File: src/rtl/adc_spi_pkg.sv
// Shared types and constants for the MCP3002-style ADC SPI master.
// Holds the FSM state encoding, the fixed command bits of the ADC request,
// the frame positions that carry result data, and the sample typedef.
package adc_spi_pkg;

  typedef enum logic [1:0] {
    StIdle,
    StSetup,
    StShift,
    StHold
  } state_e;

  // Command bits sent at frame indices 0..3; index 2 is the channel (ODD) bit.
  localparam logic CMD_START = 1'b1;
  localparam logic CMD_SGL   = 1'b1;
  localparam logic CMD_MSBF  = 1'b1;

  // Frame indices whose rising-edge miso bits form the result, MSB first.
  localparam int unsigned DATA_FIRST_IDX = 5;
  localparam int unsigned DATA_LAST_IDX  = 14;

  localparam int unsigned SAMPLE_W = 10;
  typedef logic [SAMPLE_W-1:0] sample_t;

  // mosi value for a given frame index; indices past the command are zero.
  function automatic logic cmd_bit(input int idx, input logic odd);
    logic b;
    case (idx)
      0:       b = CMD_START;
      1:       b = CMD_SGL;
      2:       b = odd;
      3:       b = CMD_MSBF;
      default: b = 1'b0;
    endcase
    return b;
  endfunction

endpackage

File: src/rtl/adc_spi_master_clk_div.sv
// spi_clk_div: serial clock generator for the ADC SPI master.
// Ports:
//   clk, reset       system clock, async active-high reset
//   en               count enable; when low the count and sck are held at 0
//   toggle           allow sck to toggle on terminal count
//   tc               one-cycle strobe every CLK_DIV enabled cycles
//   sck              serial clock, idles low
//   sck_rise/fall    one-cycle strobes in the cycle whose edge changes sck
module spi_clk_div #(
  parameter int unsigned CLK_DIV = 20
) (
  input  logic clk,
  input  logic reset,
  input  logic en,
  input  logic toggle,
  output logic tc,
  output logic sck,
  output logic sck_rise,
  output logic sck_fall
);

  localparam int unsigned CNT_W = (CLK_DIV > 1) ? $clog2(CLK_DIV) : 1;
  localparam logic [CNT_W-1:0] CNT_LAST = CNT_W'(CLK_DIV - 1);

  logic [CNT_W-1:0] cnt_q;
  logic             sck_q;

  assign tc       = en && (cnt_q == CNT_LAST);
  assign sck_rise = tc && toggle && !sck_q;
  assign sck_fall = tc && toggle && sck_q;
  assign sck      = sck_q;

  always_ff @(posedge clk or posedge reset) begin
    if (reset) begin
      cnt_q <= '0;
      sck_q <= 1'b0;
    end else if (!en) begin
      cnt_q <= '0;
      sck_q <= 1'b0;
    end else begin
      if (cnt_q == CNT_LAST) begin
        cnt_q <= '0;
      end else begin
        cnt_q <= cnt_q + 1'b1;
      end
      if (tc && toggle) begin
        sck_q <= ~sck_q;
      end
    end
  end

endmodule

File: src/rtl/adc_spi_master.sv
// adc_spi_master: periodic SPI mode-0 reader for an MCP3002-style ADC.
// Each period tick runs one frame (cs_n low, FRAME_BITS sck pulses) and
// presents the 10-bit result on a valid/ready interface.
// Optional build macro ADC_AVERAGE_EN: average four captures per output.
// Ports:
//   clk, reset            system clock, async active-high reset
//   enable                allows new frames to start
//   channel               ADC channel (ODD bit), latched at frame start
//   miso                  ADC data out
//   sck, mosi, cs_n       SPI outputs to the ADC
//   sample, sample_valid  result and its valid flag
//   sample_ready          consumer accept
//   busy                  frame in progress
//   overrun               sticky: an unread sample was overwritten
module adc_spi_master
  import adc_spi_pkg::*;
#(
  parameter int unsigned CLK_DIV       = 20,
  parameter int unsigned SAMPLE_PERIOD = 40000,
  parameter int unsigned FRAME_BITS    = 16,
  parameter int unsigned DATA_BITS     = 10
) (
  input  logic                 clk,
  input  logic                 reset,
  input  logic                 enable,
  input  logic                 channel,
  input  logic                 miso,
  output logic                 sck,
  output logic                 mosi,
  output logic                 cs_n,
  output logic [DATA_BITS-1:0] sample,
  output logic                 sample_valid,
  input  logic                 sample_ready,
  output logic                 busy,
  output logic                 overrun
);

  localparam int unsigned TIMER_W = $clog2(SAMPLE_PERIOD);
  localparam int unsigned IDX_W   = $clog2(FRAME_BITS);
  localparam int unsigned HOLD_W  = (CLK_DIV > 1) ? $clog2(CLK_DIV) : 1;

  localparam logic [TIMER_W-1:0] TIMER_LAST = TIMER_W'(SAMPLE_PERIOD - 1);
  localparam logic [IDX_W-1:0]   IDX_LAST   = IDX_W'(FRAME_BITS - 1);
  localparam logic [IDX_W-1:0]   IDX_FIRST_D = IDX_W'(DATA_FIRST_IDX);
  localparam logic [IDX_W-1:0]   IDX_LAST_D  = IDX_W'(DATA_LAST_IDX);
  localparam logic [HOLD_W-1:0]  HOLD_LAST  = HOLD_W'(CLK_DIV - 1);

  logic [TIMER_W-1:0]   timer_q;
  logic                 tick_q;
  state_e               state_q;
  logic [IDX_W-1:0]     idx_q;
  logic                 odd_q;
  logic [DATA_BITS-1:0] rx_q;
  logic [HOLD_W-1:0]    hold_q;

  logic div_en, div_toggle, div_tc, sck_rise, sck_fall;

  assign div_en     = (state_q == StSetup) || (state_q == StShift);
  assign div_toggle = (state_q == StShift);

  spi_clk_div #(
    .CLK_DIV (CLK_DIV)
  ) u_clk_div (
    .clk      (clk),
    .reset    (reset),
    .en       (div_en),
    .toggle   (div_toggle),
    .tc       (div_tc),
    .sck      (sck),
    .sck_rise (sck_rise),
    .sck_fall (sck_fall)
  );

  // Period timer; a tick seen outside StIdle is simply ignored by the FSM.
  always_ff @(posedge clk or posedge reset) begin
    if (reset) begin
      timer_q <= '0;
      tick_q  <= 1'b0;
    end else if (!enable) begin
      timer_q <= '0;
      tick_q  <= 1'b0;
    end else if (timer_q == TIMER_LAST) begin
      timer_q <= '0;
      tick_q  <= 1'b1;
    end else begin
      timer_q <= timer_q + 1'b1;
      tick_q  <= 1'b0;
    end
  end

`ifdef ADC_AVERAGE_EN
  logic [DATA_BITS+1:0] acc_q;
  logic [1:0]           avg_cnt_q;
  logic [DATA_BITS+1:0] avg_sum;
  assign avg_sum = acc_q + {2'b00, rx_q};
`endif

  always_ff @(posedge clk or posedge reset) begin
    if (reset) begin
      state_q      <= StIdle;
      idx_q        <= '0;
      odd_q        <= 1'b0;
      rx_q         <= '0;
      hold_q       <= '0;
      cs_n         <= 1'b1;
      mosi         <= 1'b0;
      sample       <= '0;
      sample_valid <= 1'b0;
      busy         <= 1'b0;
      overrun      <= 1'b0;
`ifdef ADC_AVERAGE_EN
      acc_q        <= '0;
      avg_cnt_q    <= '0;
`endif
    end else begin
      // Acceptance clears valid; a capture below in the same cycle overrides it.
      if (sample_valid && sample_ready) begin
        sample_valid <= 1'b0;
      end
      unique case (state_q)
        StIdle: begin
          if (tick_q) begin
            state_q <= StSetup;
            busy    <= 1'b1;
            cs_n    <= 1'b0;
            odd_q   <= channel;
            mosi    <= cmd_bit(0, channel);
            idx_q   <= '0;
            rx_q    <= '0;
          end
        end
        StSetup: begin
          if (div_tc) begin
            state_q <= StShift;
          end
        end
        StShift: begin
          if (sck_rise && (idx_q >= IDX_FIRST_D) && (idx_q <= IDX_LAST_D)) begin
            rx_q <= {rx_q[DATA_BITS-2:0], miso};
          end
          if (sck_fall) begin
            if (idx_q == IDX_LAST) begin
              state_q <= StHold;
              hold_q  <= '0;
              mosi    <= 1'b0;
            end else begin
              idx_q <= idx_q + 1'b1;
              mosi  <= cmd_bit(int'(idx_q) + 1, odd_q);
            end
          end
        end
        StHold: begin
          if (hold_q == HOLD_LAST) begin
            state_q <= StIdle;
            busy    <= 1'b0;
            cs_n    <= 1'b1;
`ifdef ADC_AVERAGE_EN
            if (avg_cnt_q == 2'd3) begin
              sample       <= avg_sum[DATA_BITS+1:2];
              sample_valid <= 1'b1;
              if (sample_valid && !sample_ready) begin
                overrun <= 1'b1;
              end
              acc_q     <= '0;
              avg_cnt_q <= '0;
            end else begin
              acc_q     <= avg_sum;
              avg_cnt_q <= avg_cnt_q + 1'b1;
            end
`else
            sample       <= rx_q;
            sample_valid <= 1'b1;
            if (sample_valid && !sample_ready) begin
              overrun <= 1'b1;
            end
`endif
          end else begin
            hold_q <= hold_q + 1'b1;
          end
        end
        default: state_q <= StIdle;
      endcase
    end
  end

endmodule

File: config.mk
export PLATFORM = sky130hd
export DESIGN_NAME = adc_spi_master
export DESIGN_NICKNAME = d
export VERILOG_FILES = /design/src/rtl/adc_spi_pkg.sv /design/src/rtl/adc_spi_master_clk_div.sv /design/src/rtl/adc_spi_master.sv
export SDC_FILE = /design/constraint.sdc
export NUM_CORES = 1
export LEC_CHECK = 0
export ABC_AREA = 1
export ABC_CLOCK_PERIOD_IN_PS = 1750
export BUFFER_PORTS_ARGS = -buffer_cell sky130_fd_sc_hd__buf_2
export CAP_MARGIN = 20
export CORE_AREA = 4 4 81 83
export DETAILED_ROUTE_END_ITERATION = 7
export DIE_AREA = 0 0 85 87
export HOLD_SLACK_MARGIN = 0.02
export PLACE_DENSITY_LB_ADDON = 0.12
export RECOVER_POWER = 100
export SETUP_SLACK_MARGIN = 0.5
export SYNTH_ARGS = -nofsm -noshare
export SYNTH_HDL_FRONTEND = slang
export SYNTH_SLANG_ARGS = --single-unit
File: constraint.sdc
create_clock -name clk -period 1.75 [get_ports clk]
set_clock_uncertainty 0.05 [all_clocks]
set_input_delay 0.175 -clock clk [delete_from_list [all_inputs] [get_ports clk]]
set_output_delay 0.175 -clock clk [all_outputs]
set_load 0.02 [all_outputs]
---- Word level (Yosys, flattened, before mapping) ----
Cells that the tools add are included.
word-level totals
  memory bits (read-only) ................. 0
  register bits ........................... 60
  output and inout bits ................... 16
  memories kept ........................... 0
  input bits .............................. 6
  bits in latches ......................... 0
  RAM bits ................................ 0
operators by class
  $mul .................................... 0
  shift-type cells ........................ 0
  reduce and logical (&&, ||, !) cells .... 26
  eq/ne operators ......................... 19
  order comparisons ....................... 2
  mux-type cells .......................... 38
  div/mod/pow operators ................... 0
  bitwise logic cells ..................... 1
  add/sub/neg operators ................... 5
operator list
  kind                                           number
  zero test 32 bit                               1
  2-to-1 mux 16 bit                              2
  2-to-1 mux 5 bit                               5
  2-to-1 mux 10 bit                              2
  case mux 10 bit (2 select lines)               1
  adder 16 x 1 -> 16 bit, second input constant  1
  == test 16 bit, second input constant          1
  != test 2 bit, second input constant           8
  2-to-1 mux 1 bit                               13
  2-to-1 mux 4 bit                               3
  AND reduction 3 bit                            4
  adder 5 x 1 -> 5 bit, second input constant    2
  == test 5 x 2 -> 1 bit, second input constant  2
  == test 5 bit, second input constant           2
  2-to-1 mux 2 bit                               5
  case mux 5 bit (2 select lines)                1
  logical AND 1 bit                              8
  case mux 1 bit (2 select lines)                4
  case mux 2 bit (4 select lines)                1
  case mux 4 bit (2 select lines)                1
  AND reduction 4 bit                            2
  nonzero test 2 bit                             3
  adder 4 x 1 -> 5 bit, second input constant    1
  == test 5 x 1 -> 1 bit, second input constant  1
  14 further kinds                               17

---- Depth between registers and ports, before layout ----
Gate-level depths: netlist (run 1).
  depth in word-level cells ............... 9
  depth in mapped cells ................... 11
  mapped depth without buffers ............ 11

---- Modules after synthesis ----
From an unflattened synthesis (run 1), not the netlist that was laid out.
unflattened totals
  cells, all modules ...................... 365
  area, all modules ....................... 3133.0 um2
by module, submodules not included
  module          sequential area each (um2)  cells each  area an instance (um2)  times used
  adc_spi_master  1352.5                      331         2845.2                  1
  spi_clk_div     150.1                       34          287.8                   1

---- Worst setup path after synthesis (run 1) ----
Ideal clock, no wire load.
  kind .................................... flip-flop to flip-flop
  start point ............................. reg state_q[0]
  end point ............................... reg hold_q[3]
  path buffers ............................ 1
  data arrival time ....................... 1.373 ns
  data required time ...................... 1.581 ns
  stages on the path, launching flop included .. 9
  clock period less this slack ............ 1.542 ns
  library setup time ...................... 0.119 ns
  slack ................................... 0.208 ns
  cells stage by stage .................... dfrtp_1 -> inv_1 -> ha_1 -> buf_4 -> inv_1 -> o21ai_1 -> nand3_2 -> nand2_1 -> nand2_1
between the ends
  word-level cells in the longest chain between the ends .. 7
  elaborated cells between the ends (all ways) .. 13
  classes of those cells .................. eq/ne (6); mux (1); reduce/logical (6)
RTL lines
  what                                                     line                                                               RTL
  from (decl)                                              adc_spi_master.sv:50                                               state_e state_q;
  from (signal assigned)                                   adc_spi_master.sv:100                                              state_q <= StIdle;
  from (signal assigned)                                   adc_spi_master.sv:123                                              state_q <= StSetup;
  from (signal assigned)                                   adc_spi_master.sv:134                                              state_q <= StShift;
  == test 2 x 1 -> 1 bit or == test 2 bit (tied branches)  adc_spi_master.sv:58, adc_spi_master.sv:59, adc_spi_master.sv:120
  logical OR 1 bit                                         adc_spi_master.sv:58                                               assign div_en = (state_q == StSetup) || (state_q == StShift);
  logical AND 1 bit                                        adc_spi_master_clk_div.sv:28                                       assign tc = en && (cnt_q == CNT_LAST);
  logical AND 1 bit (2 in series)                          adc_spi_master_clk_div.sv:30                                       assign sck_fall = tc && toggle && sck_q;
  != test 2 bit (no line)                                  -
  AND reduction 4 bit (no line)                            -
  to (signal assigned)                                     adc_spi_master.sv:178                                              hold_q <= hold_q + 1'b1;
  to (decl)                                                adc_spi_master.sv:54                                               logic [HOLD_W-1:0] hold_q;
Parallel ways exist; a longest one is shown, timed or not.
A chain may end at the register's enable or synchronous reset.

---- Worst setup path after layout (run 1) ----
  start point ............................. reg state_q[0]
  end point ............................... reg state_q[0]
between the ends
  word-level cells in the longest chain between the ends .. 7
  elaborated cells between the ends (all ways) .. 15
  classes of those cells .................. eq/ne (8); mux (1); reduce/logical (6)
RTL lines
  what                                                     line
  == test 2 x 1 -> 1 bit or == test 2 bit (tied branches)  adc_spi_master.sv:58, adc_spi_master.sv:120, adc_spi_master.sv:59
  logical OR 1 bit                                         adc_spi_master.sv:58
  logical AND 1 bit                                        adc_spi_master_clk_div.sv:28
  logical AND 1 bit (2 in series)                          adc_spi_master_clk_div.sv:30
  != test 2 bit (no line)                                  -
  AND reduction 5 bit (no line)                            -
Parallel ways exist; a longest one is shown, timed or not.

==> run summary, run 1 <==
Avg Cell Area, Syn: 8.21 µm²
Vias per cell: 5.36
Hold Path Stages: 3
CORE AREA: 0.00585 mm²
Input/output buffers: 21
CTS H-Tree Depth: 3
Total GRT Usage: 0.209
Period utilisation layout: 0.926
Gr ovfl total: 0
FF-to-FF setup slack: 0.13 ns
Max Cap Viol: 0
Final instance area: 0.00427 mm²
DRC Markers: 0
Pre-Repair DR Iteration Count: 7
Synth Warn #: 0
M3 GR Usage: 0.0596
Buffers and inverters on the worst path: 3
Lkg Pwr: 1.98 nW
Status: completed
Mapped Cells: 373
Net switching power: 0.00198 W
Antenna Cells: 0
Setup tns final: 0 ns
Final ANT Viol Nets: 0
DP Wirelength: 4290 µm
Drt total wl: 7500 µm
GR Layer Usage met2: 0.345
Predominant post-synthesis flop cell: dfrtp_1
Met1 usage: 0.257
Fillers: 433
Final Setup Violations: 0
Most Used Layer, Global Route: met2
Worst hold path class: input pin to flip-flop
Most common cell after layout, fill and taps aside: nand2_1
Post-Syn Area: 0.00306 mm²
Number of buffers created by CTS: 9
Final hold slack: 0.0579 ns
I/O pin count: 22
RSZ-0062 raised after global routing: true
CP max stage cell: dfrtp_1
Crit path DAT: 1.86 ns
Syn nets: 392
Initial antenna violation count: 0
Routability cong.: 0.821
Vias in the first global route: 2,691
CTS tree: built
Layout cell share with drive strength beyond 1: 0.329
Maximum vdd drop: 0.755 mV
End of the worst register-to-register path: state_q[0]
Net Sw Frac: 0.375
Clk Tree Root Cell: clkbuf_8
Crit Reg-Reg Startpoint: state_q[0]
Worst-path cell chain: inv_1, ha_4, nand2_1, o21ai_4, buf_12, buf_6, nand4_1, nand2_1
Register area share after synthesis: 0.490
Final Hold Vio Count: 0
Library cells used by synthesis: 33
Worst slew margin: 0.505
Clock Tree Buf Depth: 2
Minimum clock period: 1.62 ns
Final Max Slew Viols: 0
CP top delay family: flip-flops
Routed vias: 2,831
Clock Power Share: 0.268
Hold EP: odd_q
Final core occ: 0.730
First-pass GRT wire length: 12,200 µm
Critical path's most frequent cell: nand2_1
Most frequent cells in the layout: nand2_1, dfrtp_1, nor2_1
FP Rows: 28
Power Density: 1240 mW/mm²
Routed WL per cell: 14.2 µm
FF-to-FF path depth: 8
Die Ht: 87 µm
Reg clk slew, reported paths: 0.07 ns
EDFF count, synth: 0
Crit path max fanout: 7
Final Power: 0.00528 W
Clock latency on the worst-skew pair: 0.35 ns
Syn-to-layout area delta: 39.4%
Die Footprint: 0.00740 mm²
Hold Startpoint: channel
Element type at the critical path end: flip-flop
CP Launch Type: flip-flop
Gate power share: 0.427
Initial drt markers: 182
Sink Count: 60
Fmax: 617 MHz
Seq cells post-synth: 60
Seq pwr share: 0.305
Critical path class: flip-flop to flip-flop
Internal cell power: 0.00330 W
Worst Path Required: 1.99 ns
Delay of the slowest critical-path stage: 0.36 ns
Final #Nets: 467
Synth async-reset ratio: 1.00
Worst slew pin tran: 0.738 ns
Pin count of the biggest net entering global routing: 33
Initial core utilization: 0.524
Placed Area: 0.00338 mm²
Width of the die: 85 µm
## final cells by class
type,count,area (µm²),share of cell area
sequential,60,1510,0.353
timing repair buffer,67,480,0.112
inverter,44,179,0.0419
clock buffer,9,124,0.0290
multi-input combinational,266,1790,0.418
clock inverter,7,98.8,0.0231
tap,75,93.8,0.0220
## layer usage
metal | share of wire | wire, µm | vias up
met5 | 0 | 0 | -
met4 | 0.029 | 214 | 0
met3 | 0.052 | 388 | 25
met2 | 0.49 | 3680 | 89
met1 | 0.43 | 3210 | 1361
li1 | - | - | 1356
## cells by family (layout without fill, tap and decap cells)
kind of cell    after synthesis  count (layout)  share of synthesized area
simple gates                220             223                      0.317
flops                        60              60                      0.490
xor+xnor                     13              13                     0.0372
compound gates               17              17                     0.0355
buf+inv                      50             127                     0.0666
fa+ha+maj                    13              13                     0.0531
## power groups by stage
stage | combinational [W] | clock (W) | sequential [W]
after floorplan | 0.00107 | 0 | 0.00164
after global placement | 0.00138 | 0 | 0.00162
after detailed placement | 0.00139 | 0 | 0.00163
after CTS | 0.00213 | 0.00144 | 0.00161
after global routing | 0.00242 | 0.00151 | 0.00162
final | 0.00225 | 0.00142 | 0.00161
## how the worst max path moves through the flow
stage / endpoint / cells past startpoint / slack (ns) / startpoint
after global routing: hold_q[1] / 8 / 0.05 / state_q[0]
after detailed placement: idx_q[1] / 8 / 0.08 / u_clk_div.cnt_q[0]
final: state_q[0] / 8 / 0.13 / state_q[0]
after floorplan: rx_q[0] / 9 / 0.28 / state_q[1]
after global placement: idx_q[1] / 8 / 0.08 / u_clk_div.cnt_q[0]
after CTS: timer_q[0] / 8 / 0.22 / timer_q[0]
## metrics by stage
stage,instances,setup slack [ns]
6_report,528,0.129
5_1_grt,528,0.0492
4_1_cts,520,0.222
3_5_place_dp,472,0.0833
3_3_place_gp,472,0.0802
2_1_floorplan,373,0.280
## registers in the layout, summed over array words and instances, names as in the netlist
register and flops:
busy 1, mosi 1, tick_q 1, u_clk_div.cnt_q 5, timer_q 16, hold_q 5
state_q 2, overrun 1, sample 10, sample_valid 1, cs_n 1, rx_q 10
u_clk_div.sck 1, idx_q 4, odd_q 1
## worst min-delay path, cell delays in order
cell	delay [ns]
buf_2	0.10
inv_1	0.06
a31oi_1	0.08
## cell usage after synthesis (2+ instances only)
master	n	share of area
a21oi_1	5	0.0082
a31oi_1	2	0.0041
buf_4	2	0.0049
clkbuf_1	2	0.0025
dfrtp_1	59	0.48
ha_1	13	0.053
inv_1	42	0.051
nand2_1	106	0.13
nand2_2	4	0.0082
nand3_1	20	0.033
nand4_1	22	0.045
nor2_1	48	0.059
nor2_2	2	0.0041
nor2_4	2	0.0073
nor3_1	10	0.016
nor3b_1	3	0.0073
o21ai_0	4	0.0065
xnor2_1	4	0.011
xor2_1	9	0.026
## what timing repair did
| item | CTS | global route |
|---|---|---|
| gates cloned | 2 | 2 |
| gates resized for setup | 64 | 51 |
| pin swaps | 33 | 27 |
| setup endpoints to repair | 55 | 56 |
| hold buffers | 3 | 0 |
| buffers inserted | 27 | 6 |
| hold endpoints to repair | 18 | 0 |
Power figures use the tool's default switching activity.
==> inputs of run 2 (changes only) <==
- RECOVER_POWER: 100 -> unset
==> run summary, run 2 (synthesis gave the netlist of run 1 again) <==
Worst slew pin tran: 0.401 ns
Layout cell share with drive strength beyond 1: 0.397
Number of buffers created by CTS: 9
FP Rows: 28
Highest routing layer actually used: met4
Final Hold Vio Count: 0
Final hold slack: 0.0525 ns
Final instance area: 0.00440 mm²
Initial drt markers: 174
Metal3 WL: 378 µm
Delay of the slowest critical-path stage: 0.44 ns
Final Max Slew Viols: 0
I/O pin count: 22
Crit path DAT: 1.80 ns
FF-to-FF path depth: 9
Crit path max fanout: 7
Placed Area: 0.00338 mm²
Max reg flops: 16
Die Ht: 87 µm
CP Launch Point: u_clk_div.cnt_q[2]
Vias per cell: 5.28
Routed wl met2: 3710 µm
Routed WL per cell: 14.2 µm
Reg clk slew, reported paths: 0.07 ns
CORE AREA: 0.00585 mm²
Crit Reg-Reg Startpoint: u_clk_div.cnt_q[2]
Initial antenna violation count: 0
Fmax: 641 MHz
Initial core utilization: 0.524
Die Footprint: 0.00740 mm²
First-pass GRT wire length: 12,200 µm
Clk Tree Root Cell: clkbuf_8
Most flop-heavy register: timer_q
RSZ-0062 raised after global routing: true
Maximum vdd drop: 0.789 mV
Gate power share: 0.435
Seq pwr share: 0.301
DP Wirelength: 4290 µm
Internal cell power: 0.00336 W
End of the worst register-to-register path: state_q[0]
Drt total wl: 7480 µm
Critical path class: flip-flop to flip-flop
Clock Power Share: 0.264
Worst-path cell chain: inv_2, nand2_1, nor2_4, nand2_4, o21ai_4, buf_12, buf_6, nand4_1, nand2_1
Most common cell after layout, fill and taps aside: nand2_1
Final Power: 0.00536 W
Net Sw Frac: 0.374
Pre-Repair DR Iteration Count: 4
Max Cap Viol: 0
Syn-to-layout area delta: 43.6%
Gr ovfl total: 0
Period utilisation layout: 0.891
FF-to-FF setup slack: 0.19 ns
Final Setup Violations: 0
Setup tns final: 0 ns
CP Launch Type: flip-flop
Total GRT Usage: 0.209
Lkg Pwr: 2.08 nW
Final ANT Viol Nets: 0
Routability cong.: 0.821
Pin count of the biggest net entering global routing: 33
Vias in the first global route: 2,691
Clock latency on the worst-skew pair: 0.35 ns
Net switching power: 0.00200 W
Worst slew margin: 0.732
Sink Count: 60
CP max stage cell: dfrtp_1
Power Density: 1220 mW/mm²
Most frequent cells in the layout: nand2_1, dfrtp_1, nor2_1
Antenna Cells: 0
Width of the die: 85 µm
Critical path's most frequent cell: nand2_1
Minimum clock period: 1.56 ns
M1 wire length: 3230 µm
Final #Nets: 467
DRC Markers: 0
CTS H-Tree Depth: 3
Routed vias: 2,786
Worst hold path class: input pin to flip-flop
Largest regs: timer_q: 16 flops, rx_q: 10 flops, sample: 10 flops
CTS tree: built
Final core occ: 0.752
End of the critical path: state_q[0]
Element type at the critical path end: flip-flop
Status: completed
Clock Tree Buf Depth: 2
Worst Path Required: 1.99 ns
Input/output buffers: 21
-- run 2: changes by cell type in the layout (fill, tap and decap cells not counted), moves of 2 or more --
cell | before | now
buf_2 | 5 | 20
buf_4 | 28 | 31
buf_6 | 6 | 8
clkbuf_1 | 18 | 0
clkbuf_2 | 2 | 0
clkbuf_4 | 2 | 0
ha_1 | 8 | 6
nand2_1 | 84 | 78
nand2_2 | 17 | 22
-- run 2: cell type report --
type,count,area [µm²]
multi-input combinational,266,1840
sequential,60,1510
fill,398,1450
timing repair buffer,67,553
inverter,44,181
clock buffer,9,124
clock inverter,7,98.8
tap,75,93.8
-- run 2: how the worst min path moves through the flow --
stage,cells past startpoint,from,slack (ns),endpoint
after detailed placement,2,reset,0.14,timer_q[2]
after CTS,3,channel,0.04,odd_q
after global placement,2,reset,0.14,timer_q[2]
after floorplan,1,sample_ready,0.22,overrun
final,3,channel,0.05,odd_q
after global routing,3,channel,0.05,odd_q
-- run 2: power by group through the flow --
| stage | registers, W | logic (W) | clock network, W |
|---|---|---|---|
| 6_report | 0.00161 | 0.00233 | 0.00141 |
| 5_1_grt | 0.00162 | 0.00251 | 0.00151 |
| 4_1_cts | 0.00161 | 0.00213 | 0.00144 |
| 3_5_place_dp | 0.00163 | 0.00139 | 0 |
| 3_3_place_gp | 0.00162 | 0.00138 | 0 |
| 2_1_floorplan | 0.00164 | 0.00107 | 0 |
-- run 2: stage by stage --
stage               setup slack [ns]  instances
floorplan                      0.280        373
global placement              0.0802        472
detailed placement            0.0833        472
CTS                            0.222        520
global route                  0.0986        528
finish                         0.191        528
-- run 2: repair_timing --
action	in CTS	in global routing
resized for setup	64	51
endpoints found under the setup margin	55	56
gates cloned	2	2
pin swaps	33	27
hold buffers	3	0
setup buffers	27	6
hold endpoints to repair	18	0
-- run 2: routing by layer --
layer  vias to the layer above  track usage
met3                        17       0.0596
met5                         -            0
met2                        68        0.345
li1                       1356            -
met1                      1345        0.257
met4                         0       0.0878
-- run 2: critical path: cells and delay by family (launching register included) --
kind / cells / cell delay (ns)
compound gates: 1 / 0.16
simple gates: 5 / 0.53
buf+inv: 3 / 0.32
flops: 1 / 0.44
